==> src/rtl/voice_ctrl_if.sv <==
// Bundle of the UART-side message inputs and the per-voice status outputs
// of the polyphonic keyboard voice controller.
interface voice_ctrl_if #(
    parameter int C_UART_DATA_WIDTH = 8,
    parameter int C_VOICES          = 4,
    parameter int C_ERR_WIDTH       = 8
) ();
    logic                                          UART_valid;
    logic                                          UART_err;
    logic [C_UART_DATA_WIDTH-1:0]                  UART_msg;
    logic [C_VOICES-1:0]                           voiceActive;
    logic [C_VOICES*(C_UART_DATA_WIDTH-1)-1:0]     voiceNote;
    logic [C_VOICES-1:0]                           voiceStart;
    logic                                          steal;
    logic [C_ERR_WIDTH-1:0]                        errCnt;

    // The message source (UART side) drives bytes and observes voice state
    modport master (
        output UART_valid, UART_err, UART_msg,
        input  voiceActive, voiceNote, voiceStart, steal, errCnt
    );

    // The voice controller consumes bytes and publishes voice state
    modport slave (
        input  UART_valid, UART_err, UART_msg,
        output voiceActive, voiceNote, voiceStart, steal, errCnt
    );
endinterface

==> src/rtl/voice_ctrl.sv <==
// Polyphonic keyboard voice controller: decodes UART note-on/note-off bytes,
// allocates them to independent timed voices and steals the voice nearest
// to expiry when every voice is busy.
module voice_ctrl #(
    parameter int C_CLK_FRQ         = 100_000_000,
    parameter int C_MUSIC           = 500,
    parameter int C_UART_DATA_WIDTH = 8,
    parameter int C_VOICES          = 4,
    parameter int C_ERR_WIDTH       = 8
) (
    input  logic        clk,
    input  logic        rstb,
    voice_ctrl_if.slave bus
);
    localparam int C_DUR = C_CLK_FRQ / 1000 * C_MUSIC;
    localparam int N     = C_UART_DATA_WIDTH - 1;
    localparam int TW    = (C_DUR > 2) ? $clog2(C_DUR) : 1;
    localparam int IW    = (C_VOICES > 1) ? $clog2(C_VOICES) : 1;
    localparam logic [TW-1:0] TIMER_LOAD = TW'(C_DUR - 1);

    logic [C_VOICES-1:0]           activeQ, activeD;
    logic [C_VOICES-1:0][N-1:0]    noteQ, noteD;
    logic [C_VOICES-1:0][TW-1:0]   timerQ, timerD;
    logic [C_VOICES-1:0]           startQ, startD;
    logic                          stealQ, stealD;
    logic [C_ERR_WIDTH-1:0]        errCntQ, errCntD;

    logic [C_VOICES-1:0]           liveVec;
    logic [C_VOICES-1:0]           hitVec;
    logic [C_VOICES-1:0][TW-1:0]   agedTimer;
    logic [N-1:0]                  msgCode;
    logic                          msgOn;
    logic                          freeFound;
    logic [IW-1:0]                 selIdx;

    assign msgCode = bus.UART_msg[N-1:0];
    assign msgOn   = bus.UART_msg[C_UART_DATA_WIDTH-1];

    // Apply expiry first: a voice whose timer is already 0 counts as free this cycle
    always_comb begin
        liveVec   = '0;
        hitVec    = '0;
        agedTimer = '0;
        for (int k = 0; k < C_VOICES; k++) begin
            liveVec[k]   = activeQ[k] && (timerQ[k] != '0);
            agedTimer[k] = liveVec[k] ? (timerQ[k] - TW'(1)) : '0;
            hitVec[k]    = liveVec[k] && (noteQ[k] == msgCode);
        end
    end

    // Decode the message and pick a voice: retrigger, else first free, else steal oldest
    always_comb begin
        activeD   = liveVec;
        timerD    = agedTimer;
        noteD     = noteQ;
        startD    = '0;
        stealD    = 1'b0;
        errCntD   = errCntQ;
        freeFound = 1'b0;
        selIdx    = '0;
        if (bus.UART_err) begin
            if (errCntQ != '1) begin
                errCntD = errCntQ + C_ERR_WIDTH'(1);
            end
        end else if (bus.UART_valid) begin
            if (msgOn) begin
                if (msgCode != '0) begin
                    if (|hitVec) begin
                        for (int k = 0; k < C_VOICES; k++) begin
                            if (hitVec[k]) begin
                                timerD[k] = TIMER_LOAD;
                                startD[k] = 1'b1;
                            end
                        end
                    end else begin
                        for (int k = 0; k < C_VOICES; k++) begin
                            if (!freeFound && !liveVec[k]) begin
                                freeFound = 1'b1;
                                selIdx    = IW'(k);
                            end
                        end
                        if (!freeFound) begin
                            for (int k = 1; k < C_VOICES; k++) begin
                                if (timerQ[k] < timerQ[selIdx]) begin
                                    selIdx = IW'(k);
                                end
                            end
                            stealD = 1'b1;
                        end
                        activeD[selIdx] = 1'b1;
                        noteD[selIdx]   = msgCode;
                        timerD[selIdx]  = TIMER_LOAD;
                        startD[selIdx]  = 1'b1;
                    end
                end
            end else if (msgCode == '0) begin
                activeD = '0;
                timerD  = '0;
            end else begin
                for (int k = 0; k < C_VOICES; k++) begin
                    if (hitVec[k]) begin
                        activeD[k] = 1'b0;
                        timerD[k]  = '0;
                    end
                end
            end
        end
    end

    // State register with synchronous active-low reset silencing every voice
    always_ff @(posedge clk) begin
        if (!rstb) begin
            activeQ <= '0;
            noteQ   <= '0;
            timerQ  <= '0;
            startQ  <= '0;
            stealQ  <= 1'b0;
            errCntQ <= '0;
        end else begin
            activeQ <= activeD;
            noteQ   <= noteD;
            timerQ  <= timerD;
            startQ  <= startD;
            stealQ  <= stealD;
            errCntQ <= errCntD;
        end
    end

    assign bus.voiceActive = activeQ;
    assign bus.voiceNote   = noteQ;
    assign bus.voiceStart  = startQ;
    assign bus.steal       = stealQ;
    assign bus.errCnt      = errCntQ;
endmodule

==> src/flat_wrapper.sv <==
// flat-port wrapper written by rule: the top's interface ports become plain ports
module voice_ctrl_flat 
#(
    parameter int C_CLK_FRQ         = 100_000_000,
    parameter int C_MUSIC           = 500,
    parameter int C_UART_DATA_WIDTH = 8,
    parameter int C_VOICES          = 4,
    parameter int C_ERR_WIDTH       = 8
)
  (clk, rstb, bus_UART_valid, bus_UART_err, bus_UART_msg, bus_voiceActive, bus_voiceNote, bus_voiceStart, bus_steal, bus_errCnt);
  voice_ctrl_if #(.C_UART_DATA_WIDTH(C_UART_DATA_WIDTH), .C_VOICES(C_VOICES), .C_ERR_WIDTH(C_ERR_WIDTH)) bus_i ();
  input  logic clk;
  input  logic rstb;
  input wire logic [$bits(bus_i.UART_valid)-1:0] bus_UART_valid;
  input wire logic [$bits(bus_i.UART_err)-1:0] bus_UART_err;
  input wire logic [$bits(bus_i.UART_msg)-1:0] bus_UART_msg;
  output wire logic [$bits(bus_i.voiceActive)-1:0] bus_voiceActive;
  output wire logic [$bits(bus_i.voiceNote)-1:0] bus_voiceNote;
  output wire logic [$bits(bus_i.voiceStart)-1:0] bus_voiceStart;
  output wire logic [$bits(bus_i.steal)-1:0] bus_steal;
  output wire logic [$bits(bus_i.errCnt)-1:0] bus_errCnt;
  assign bus_i.UART_valid = bus_UART_valid;
  assign bus_i.UART_err = bus_UART_err;
  assign bus_i.UART_msg = bus_UART_msg;
  assign bus_voiceActive = bus_i.voiceActive;
  assign bus_voiceNote = bus_i.voiceNote;
  assign bus_voiceStart = bus_i.voiceStart;
  assign bus_steal = bus_i.steal;
  assign bus_errCnt = bus_i.errCnt;
  voice_ctrl #(.C_CLK_FRQ(C_CLK_FRQ), .C_MUSIC(C_MUSIC), .C_UART_DATA_WIDTH(C_UART_DATA_WIDTH), .C_VOICES(C_VOICES), .C_ERR_WIDTH(C_ERR_WIDTH)) u_core (.clk(clk), .rstb(rstb), .bus(bus_i));
endmodule
==> config.mk <==
export PLATFORM = sky130hd
export DESIGN_NAME = voice_ctrl_flat
export DESIGN_NICKNAME = d
export VERILOG_FILES = /design/src/rtl/voice_ctrl_if.sv /design/src/rtl/voice_ctrl.sv /design/src/flat_wrapper.sv
export SDC_FILE = /design/constraint.sdc
export NUM_CORES = 1
export LEC_CHECK = 0
export ABC_CLOCK_PERIOD_IN_PS = 11400
export BUFFER_PORTS_ARGS = -buffer_cell sky130_fd_sc_hd__clkbuf_2
export CAP_MARGIN = 0
export CORE_MARGIN = 2
export CORE_UTILIZATION = 33
export CTS_CLUSTER_SIZE = 20
export DETAILED_ROUTE_END_ITERATION = 6
export HOLD_SLACK_MARGIN = 0.02
export PLACE_DENSITY_LB_ADDON = 0.05
export SLEW_MARGIN = 20
export SYNTH_ARGS = -nofsm -noshare
export SYNTH_HDL_FRONTEND = slang
export SYNTH_SLANG_ARGS = --single-unit
export TNS_END_PERCENT = 50
==> constraint.sdc <==
create_clock -name clk -period 11.4 [get_ports clk]
set_input_delay 2.28 -clock clk [delete_from_list [all_inputs] [get_ports clk]]
set_output_delay 2.28 -clock clk [all_outputs]
set_load 0.005 [all_outputs]
[Yosys cells after proc, flatten, opt, wreduce, memory -nomap -nowiden]
Cells that the tools add are included.
Cells by class
  $lt $le $gt $ge: 8
  equal/unequal tests: 5
  reduce and logical (&&, ||, !) cells: 29
  add/sub/neg operators: 5
  bitwise logic cells: 10
  muxes and demuxes: 100
Operator list (count)
  2-to-1 mux 104 bit: 6
  2-to-1 mux 26 bit: 16
  binary-select mux 26 bit (select 2 bit): 3
  nonzero test 26 bit: 4
  subtractor 26 x 1 -> 26 bit, second input constant: 4
  less-than comparator 26 bit: 3
  OR 72 bit: 1
  2-to-1 mux 2 bit: 28
  demux 26 bit (select 2 bit): 1
  2-to-1 mux 1 bit: 35
  bitwise AND 32 bit: 1
  NOT 32 bit: 1
  bitwise mux 28 bit: 1
  == test 7 bit: 4
  2-to-1 mux 4 bit: 7
  demux 7 bit (select 2 bit): 1
  logical AND 1 bit: 12
  less-than comparator 2 x 3 -> 1 bit, second input constant: 4
  OR reduction 9 bit: 1
  adder 8 x 1 -> 8 bit, second input constant: 1
  != test 8 bit, second input constant: 1
  zero test 7 bit: 1
  2-to-1 mux 7 bit: 1
  nonzero test 7 bit: 1
  other kinds (9): 19
Word-level totals
  output and inout port bits: 45
  logic and storage cells: 169
  bits of input ports: 12
  flip-flop bits (word level): 149

[Logic depth before layout (Yosys ltp)]
  depth in word-level cells: 74
  depth in mapped cells: 53
  gate-level depth less buffers: 48

[Least setup slack after synthesis]
No wires, ideal clock.
  path type: reg2reg
  start point: register u_core.timerQ[26] (netlist name)
  end point: register u_core.timerQ[78] (netlist name)
  cell stages (with the launch flop): 50
  buffers on the path: 4
  path slack: 1.116 ns
  clock period less this slack: 10.284 ns
  library setup time: 0.060 ns
  arrival time: 10.225 ns
  required time: 11.340 ns
  cell sequence: dfxtp_1 -> inv_1 -> ha_1 -> nor4b_1 -> nand3_1 -> o41ai_2 -> a21oi_4 -> nor2_4 -> buf_1 -> mux2_2 -> o21ai_0 -> ha_1 -> a41oi_1 -> o21ai_0 -> a31o_2 -> or3_1 -> a221oi_2 -> a21oi_1 -> [... 14 more ...] -> buf_4 -> buf_2 -> mux2i_1 -> nand2_1 -> o21ai_0 -> ha_1 -> a21oi_1 -> o22ai_1 -> o21a_1 -> o21ai_0 -> a31oi_1 -> a211oi_1 -> nor2_1 -> nor3b_1 -> o31a_1 -> o21ai_0 -> a21oi_1 -> o221a_2
On the way
  word-level cells in the longest chain between the ends: 66
  elaborated cells on any way between the ends: 77
  classes of those cells: 5 x order compare; 60 x mux; 1 x bitwise; 11 x reduce/logical
RTL lines
  from (decl): RTL line voice_ctrl.sv:23  | logic [C_VOICES-1:0][TW-1:0] timerQ, timerD;
  from (signal assigned): RTL line voice_ctrl.sv:122  | timerQ <= timerD;
  nonzero test 26 bit: RTL line voice_ctrl.sv:45  | liveVec[k] = activeQ[k] && (timerQ[k] != '0);
  logical AND 1 bit: RTL line voice_ctrl.sv:45
  zero test 1 bit: RTL line voice_ctrl.sv:77  | if (!freeFound && !liveVec[k]) begin
  logical AND 1 bit: RTL line voice_ctrl.sv:77
  2-to-1 mux 1 bit: RTL line voice_ctrl.sv:77
  2-to-1 mux 1 bit: RTL line voice_ctrl.sv:68  | if (|hitVec) begin
  2-to-1 mux 1 bit: RTL line voice_ctrl.sv:67  | if (msgCode != '0) begin
  2-to-1 mux 1 bit: RTL line voice_ctrl.sv:66  | if (msgOn) begin
  [... 50 more ...]
  2-to-1 mux 26 bit (implied by the code): RTL line voice_ctrl.sv:92  | timerD[selIdx] = TIMER_LOAD;
  demux 26 bit (select 2 bit)
  OR 72 bit (no line)
  2-to-1 mux 104 bit (*): RTL line voice_ctrl.sv:68
  2-to-1 mux 104 bit (*): RTL line voice_ctrl.sv:67
  2-to-1 mux 104 bit (*): RTL line voice_ctrl.sv:66
  2-to-1 mux 104 bit (*): RTL line voice_ctrl.sv:65  | end else if (bus.UART_valid) begin
  2-to-1 mux 104 bit (*): RTL line voice_ctrl.sv:61  | if (bus.UART_err) begin
Mark *: on every way between the ends. The rest lies on a longest branch, timed or not. The select of a mux whose other input is x is not followed.
A chain may end at the register's enable or synchronous reset.

[Worst setup path after layout]
  start point: register u_core.timerQ[53] (netlist name)
  end point: register u_core.activeQ[1], in the netlist u_core.bus.voiceActive[1]
On the way
  word-level cells in the longest chain between the ends: 58
  elaborated cells on any way between the ends: 68
  classes of those cells: 5 x order compare; 53 x mux; 1 x bitwise; 9 x reduce/logical
RTL lines
  nonzero test 26 bit: RTL line voice_ctrl.sv:45
  logical AND 1 bit: RTL line voice_ctrl.sv:45
  zero test 1 bit: RTL line voice_ctrl.sv:77
  logical AND 1 bit: RTL line voice_ctrl.sv:77
  2-to-1 mux 1 bit: RTL line voice_ctrl.sv:77
  2-to-1 mux 1 bit: RTL line voice_ctrl.sv:68
  2-to-1 mux 1 bit: RTL line voice_ctrl.sv:67
  2-to-1 mux 1 bit: RTL line voice_ctrl.sv:66
  [... 42 more ...]
  2-to-1 mux 1 bit (implied by the code): RTL line voice_ctrl.sv:90  | activeD[selIdx] = 1'b1;
  demux 1 bit (select 2 bit)
  OR 4 bit (no line)
  2-to-1 mux 4 bit (*): RTL line voice_ctrl.sv:68
  2-to-1 mux 4 bit (*): RTL line voice_ctrl.sv:67
  2-to-1 mux 4 bit (*): RTL line voice_ctrl.sv:66
  2-to-1 mux 4 bit (*): RTL line voice_ctrl.sv:65
  2-to-1 mux 4 bit (*): RTL line voice_ctrl.sv:61
  to (signal assigned): RTL line voice_ctrl.sv:120  | activeQ <= activeD;
  to (decl): RTL line voice_ctrl.sv:21  | logic [C_VOICES-1:0] activeQ, activeD;
Marks and branches as above.

==> impl_metrics.env <==
export IMPL_clock_sinks=149
export IMPL_die_h_um=186
export IMPL_ctsHtreeMaxLevel=4
export IMPL_fin_crit_ns=10.73
export IMPL_clk_pin_slew_ns=0.07
export IMPL_synth_mux_area_frac=0.114
export IMPL_drive_gt1_frac=0.202
export IMPL_wirelength_mm=37.9
export IMPL_async_flop_share=0
export IMPL_fp_dieArea_um2=34600
export IMPL_synth_top_cells_by_area="dfxtp_1, ha_1, mux2i_1, xnor2_1, mux2_2"
export IMPL_grt_pass1_wl_mm=58.8
export IMPL_drt_initial_drc_count=530
export IMPL_crit_slowest_cell="o31ai_2"
export IMPL_rows=66
export IMPL_grt_pass1_vias=9581
export IMPL_drc_errors=0
export IMPL_fillCellCount=3395
export IMPL_synthCells=1283
export IMPL_synth_common_cells="dfxtp_1, nand2_1, nor2_1, o21ai_0, ha_1"
export IMPL_syn_avg_cell_area_um2=8.52
export IMPL_cp_common_cell="buf_4"
export IMPL_vias=9753
export IMPL_end_kind="flip-flop"
export IMPL_ys_seq_elements=149
export IMPL_synth_edf_count=0
export IMPL_fin_util=0.394
export IMPL_crit_arrival_ns=11.04
export IMPL_numPortBuffers=56
export IMPL_yosys_warnings=0
export IMPL_p_leak_nw=5.63
export IMPL_dp_hpwl_mm=29.4
export IMPL_drt_pass1_iter_count=5
export IMPL_viasPerCell=5.35
export IMPL_period_share=0.941
export IMPL_tightest_slew_ns=0.857
export IMPL_setup_viol=0
export IMPL_synthMostInstantiatedCell="dfxtp_1"
export IMPL_dp_cells=1784
export IMPL_synth_top_family_by_area="compound AO/OA/AOI/OAI gates"
export IMPL_cts_tree="yes"
export IMPL_fp_dieW_um=186
export IMPL_coreArea_um2=32600
export IMPL_seq_area_um2=2980
export IMPL_finalHoldViolCount=0
export IMPL_cp_top_family="compound AO/OA/AOI/OAI gates"
export IMPL_finalSetupTns_ns=0
export IMPL_synth_xor_area_share=0.0969
export IMPL_root_buffer="clkbuf_16"
export IMPL_antenna_cells=0
export IMPL_cp_required_ns=11.71
export IMPL_synth_simple_gate_area_frac=0.188
export IMPL_status="completed"
export IMPL_grt_max_degree=35
export IMPL_critPathBufInv=8
export IMPL_max_freq_ghz=0.0932
export IMPL_gp_congestion=0.853
export IMPL_p_per_area_nw_per_um2=126
export IMPL_syn_num_nets=1375
export IMPL_synth_seq_area_share=0.273
export IMPL_gr_total_overflow=0
export IMPL_startpoint_type="flip-flop"
export IMPL_area_delta_synth_final_pct=17.7
export IMPL_multi_input_area_um2=7690
export IMPL_start_util=0.335
export IMPL_synth_compound_area_frac=0.204
export IMPL_insertion_delay_ns=0.46
export IMPL_synth_flop_cell="dfxtp_1"
export IMPL_synthAdderAreaFrac=0.0915
export IMPL_hold_path_class="reg -> reg"
export IMPL_wl_per_cell_um=20.8
export IMPL_stdcell_count=1822
export IMPL_num_nets_final=1459
export IMPL_cts_buffers=17
export IMPL_ant_nets=0
export IMPL_crit_fanout=20
export IMPL_cpPeakStageDelay_ns=0.57
export IMPL_synth_cell_type_count=79
export IMPL_path_class="reg -> reg"
export IMPL_antenna_found_initial=0
export IMPL_synth_top_area_share=0.273
export IMPL_clockBufferDepth=2
export IMPL_cts_hold_buf=0
export IMPL_vdd_drop_max_uv=119
export IMPL_relSlewSlack=0.427
export IMPL_grtUsageTotal=0.227
export IMPL_rsz0062_at_grt="false"
export IMPL_maxCapViolations=0
export IMPL_synth_top_area_cell="dfxtp_1"
export IMPL_skew_ns=0.0137
export IMPL_ios=57
export IMPL_final_max_slew_viol_count=0
export IMPL_syn_cell_area_um2=10900
cells by family (layout without fill, tap and decap cells):
| group | Yosys count | after routing |
|---|---|---|
| DFF | 149 | 149 |
| and+or+nand+nor | 417 | 417 |
| AOI/OAI and AO/OA | 311 | 311 |
| adders and majority gates | 80 | 80 |
| muxes | 119 | 119 |
| xor gates and xnor gates | 121 | 121 |
| buffers and inverters | 86 | 183 |
registers in the layout (all words and copies together) (netlist names):
| signal | count |
|---|---|
| u_core.bus.voiceActive | 4 |
| u_core.bus.voiceStart | 4 |
| u_core.bus.steal | 1 |
| u_core.bus.voiceNote | 28 |
| u_core.bus.errCnt | 8 |
| u_core.timerQ | 104 |
layer usage:
layer  GRT usage  up-vias  routed length [um]
met5           0        -                   0
met4      0.0608        0                 574
met3      0.0338       31                1230
met2       0.378      169               18100
met1       0.306     4663               18000
li1            -     4890                   -
metrics by stage:
step / cell area (um^2) / total power, mW / worst slack (ns) / hold slack [ns]
2_1_floorplan: 10900 / 0.874 / 1.12 / 0.429
3_3_place_gp: 12100 / 1.01 / -0.0459 / 0.473
3_5_place_dp: 12100 / 1.01 / -0.263 / 0.479
4_1_cts: 12700 / 1.63 / 0.0256 / 0.492
5_1_grt: 12900 / 1.72 / 0.00463 / 0.510
6_report: 12900 / 1.62 / 0.669 / 0.490
tightest hold or removal path, stage by stage (launching register included):
cell and delay, ns:
dfxtp_1 0.33, nand2_1 0.06, mux2i_1 0.05
cell type report:
cell class                      count  area share
Multi-Input combinational cell   1048       0.597
Sequential cell                   149       0.232
Timing Repair Buffer              138      0.0758
Tap cell                          442      0.0430
Clock buffer                       18      0.0341
Clock inverter                     14      0.0140
Inverter                           13     0.00379
where the power goes:
part           total (mW)  leakage, nW  switching [mW]  internal, mW
Combinational       0.479         4.12           0.278         0.201
Sequential          0.538         1.20          0.0101         0.528
Clock               0.607        0.301           0.267         0.340
Total                1.62         5.63           0.556          1.07
what timing repair did:
| item | in CTS | in global routing |
|---|---|---|
| endpoints found under the hold margin | 0 | 0 |
| gates cloned | 0 | 0 |
| setup endpoints to repair | 38 | 140 |
| buffers inserted | 0 | 6 |
| pin swaps | 1 | 4 |
| gates resized for setup | 2 | 13 |
worst paths after layout:
kind                                               start                   endpoint  slack (ns)  cells after the start
worst max-delay path                   u_core.timerQ[53]  u_core.bus.voiceActive[1]        0.67                     48
worst min-delay path            u_core.bus.voiceNote[23]   u_core.bus.voiceNote[23]        0.49                      2
worst max register to register         u_core.timerQ[53]  u_core.bus.voiceActive[1]        0.67                     48
worst min register to register  u_core.bus.voiceNote[23]   u_core.bus.voiceNote[23]        0.49                      2
cell usage in the layout (no fill, tap or decap), types with 4 or more instances in the layout:
cell	netlist	routed
a2111oi_0	5	5
ha_1	80	80
and3_1	6	4
nor3_1	44	44
nand2b_1	7	7
nor3b_1	4	4
a31oi_1	4	4
xnor2_1	77	77
a211oi_1	7	6
or2_2	8	8
inv_8	0	7
clkbuf_2	0	56
o2bb2ai_2	15	15
a21o_1	22	21
a2bb2oi_1	6	6
clkbuf_16	0	17
mux2i_1	75	75
a21oi_1	48	47
o22ai_1	29	29
or3_1	33	33
o31ai_1	6	5
nand3_1	19	18
mux2_2	44	44
o31a_1	4	4
inv_1	12	12
o21a_1	24	24
o21ai_0	93	93
nand4_1	17	17
dfxtp_1	149	149
buf_12	0	6
nand2_1	124	124
o211ai_1	6	6
buf_4	2	75
xor2_1	44	44
nor4_1	30	28
nor2_1	95	93
or4_1	9	9
Power figures use the tool's default switching activity.
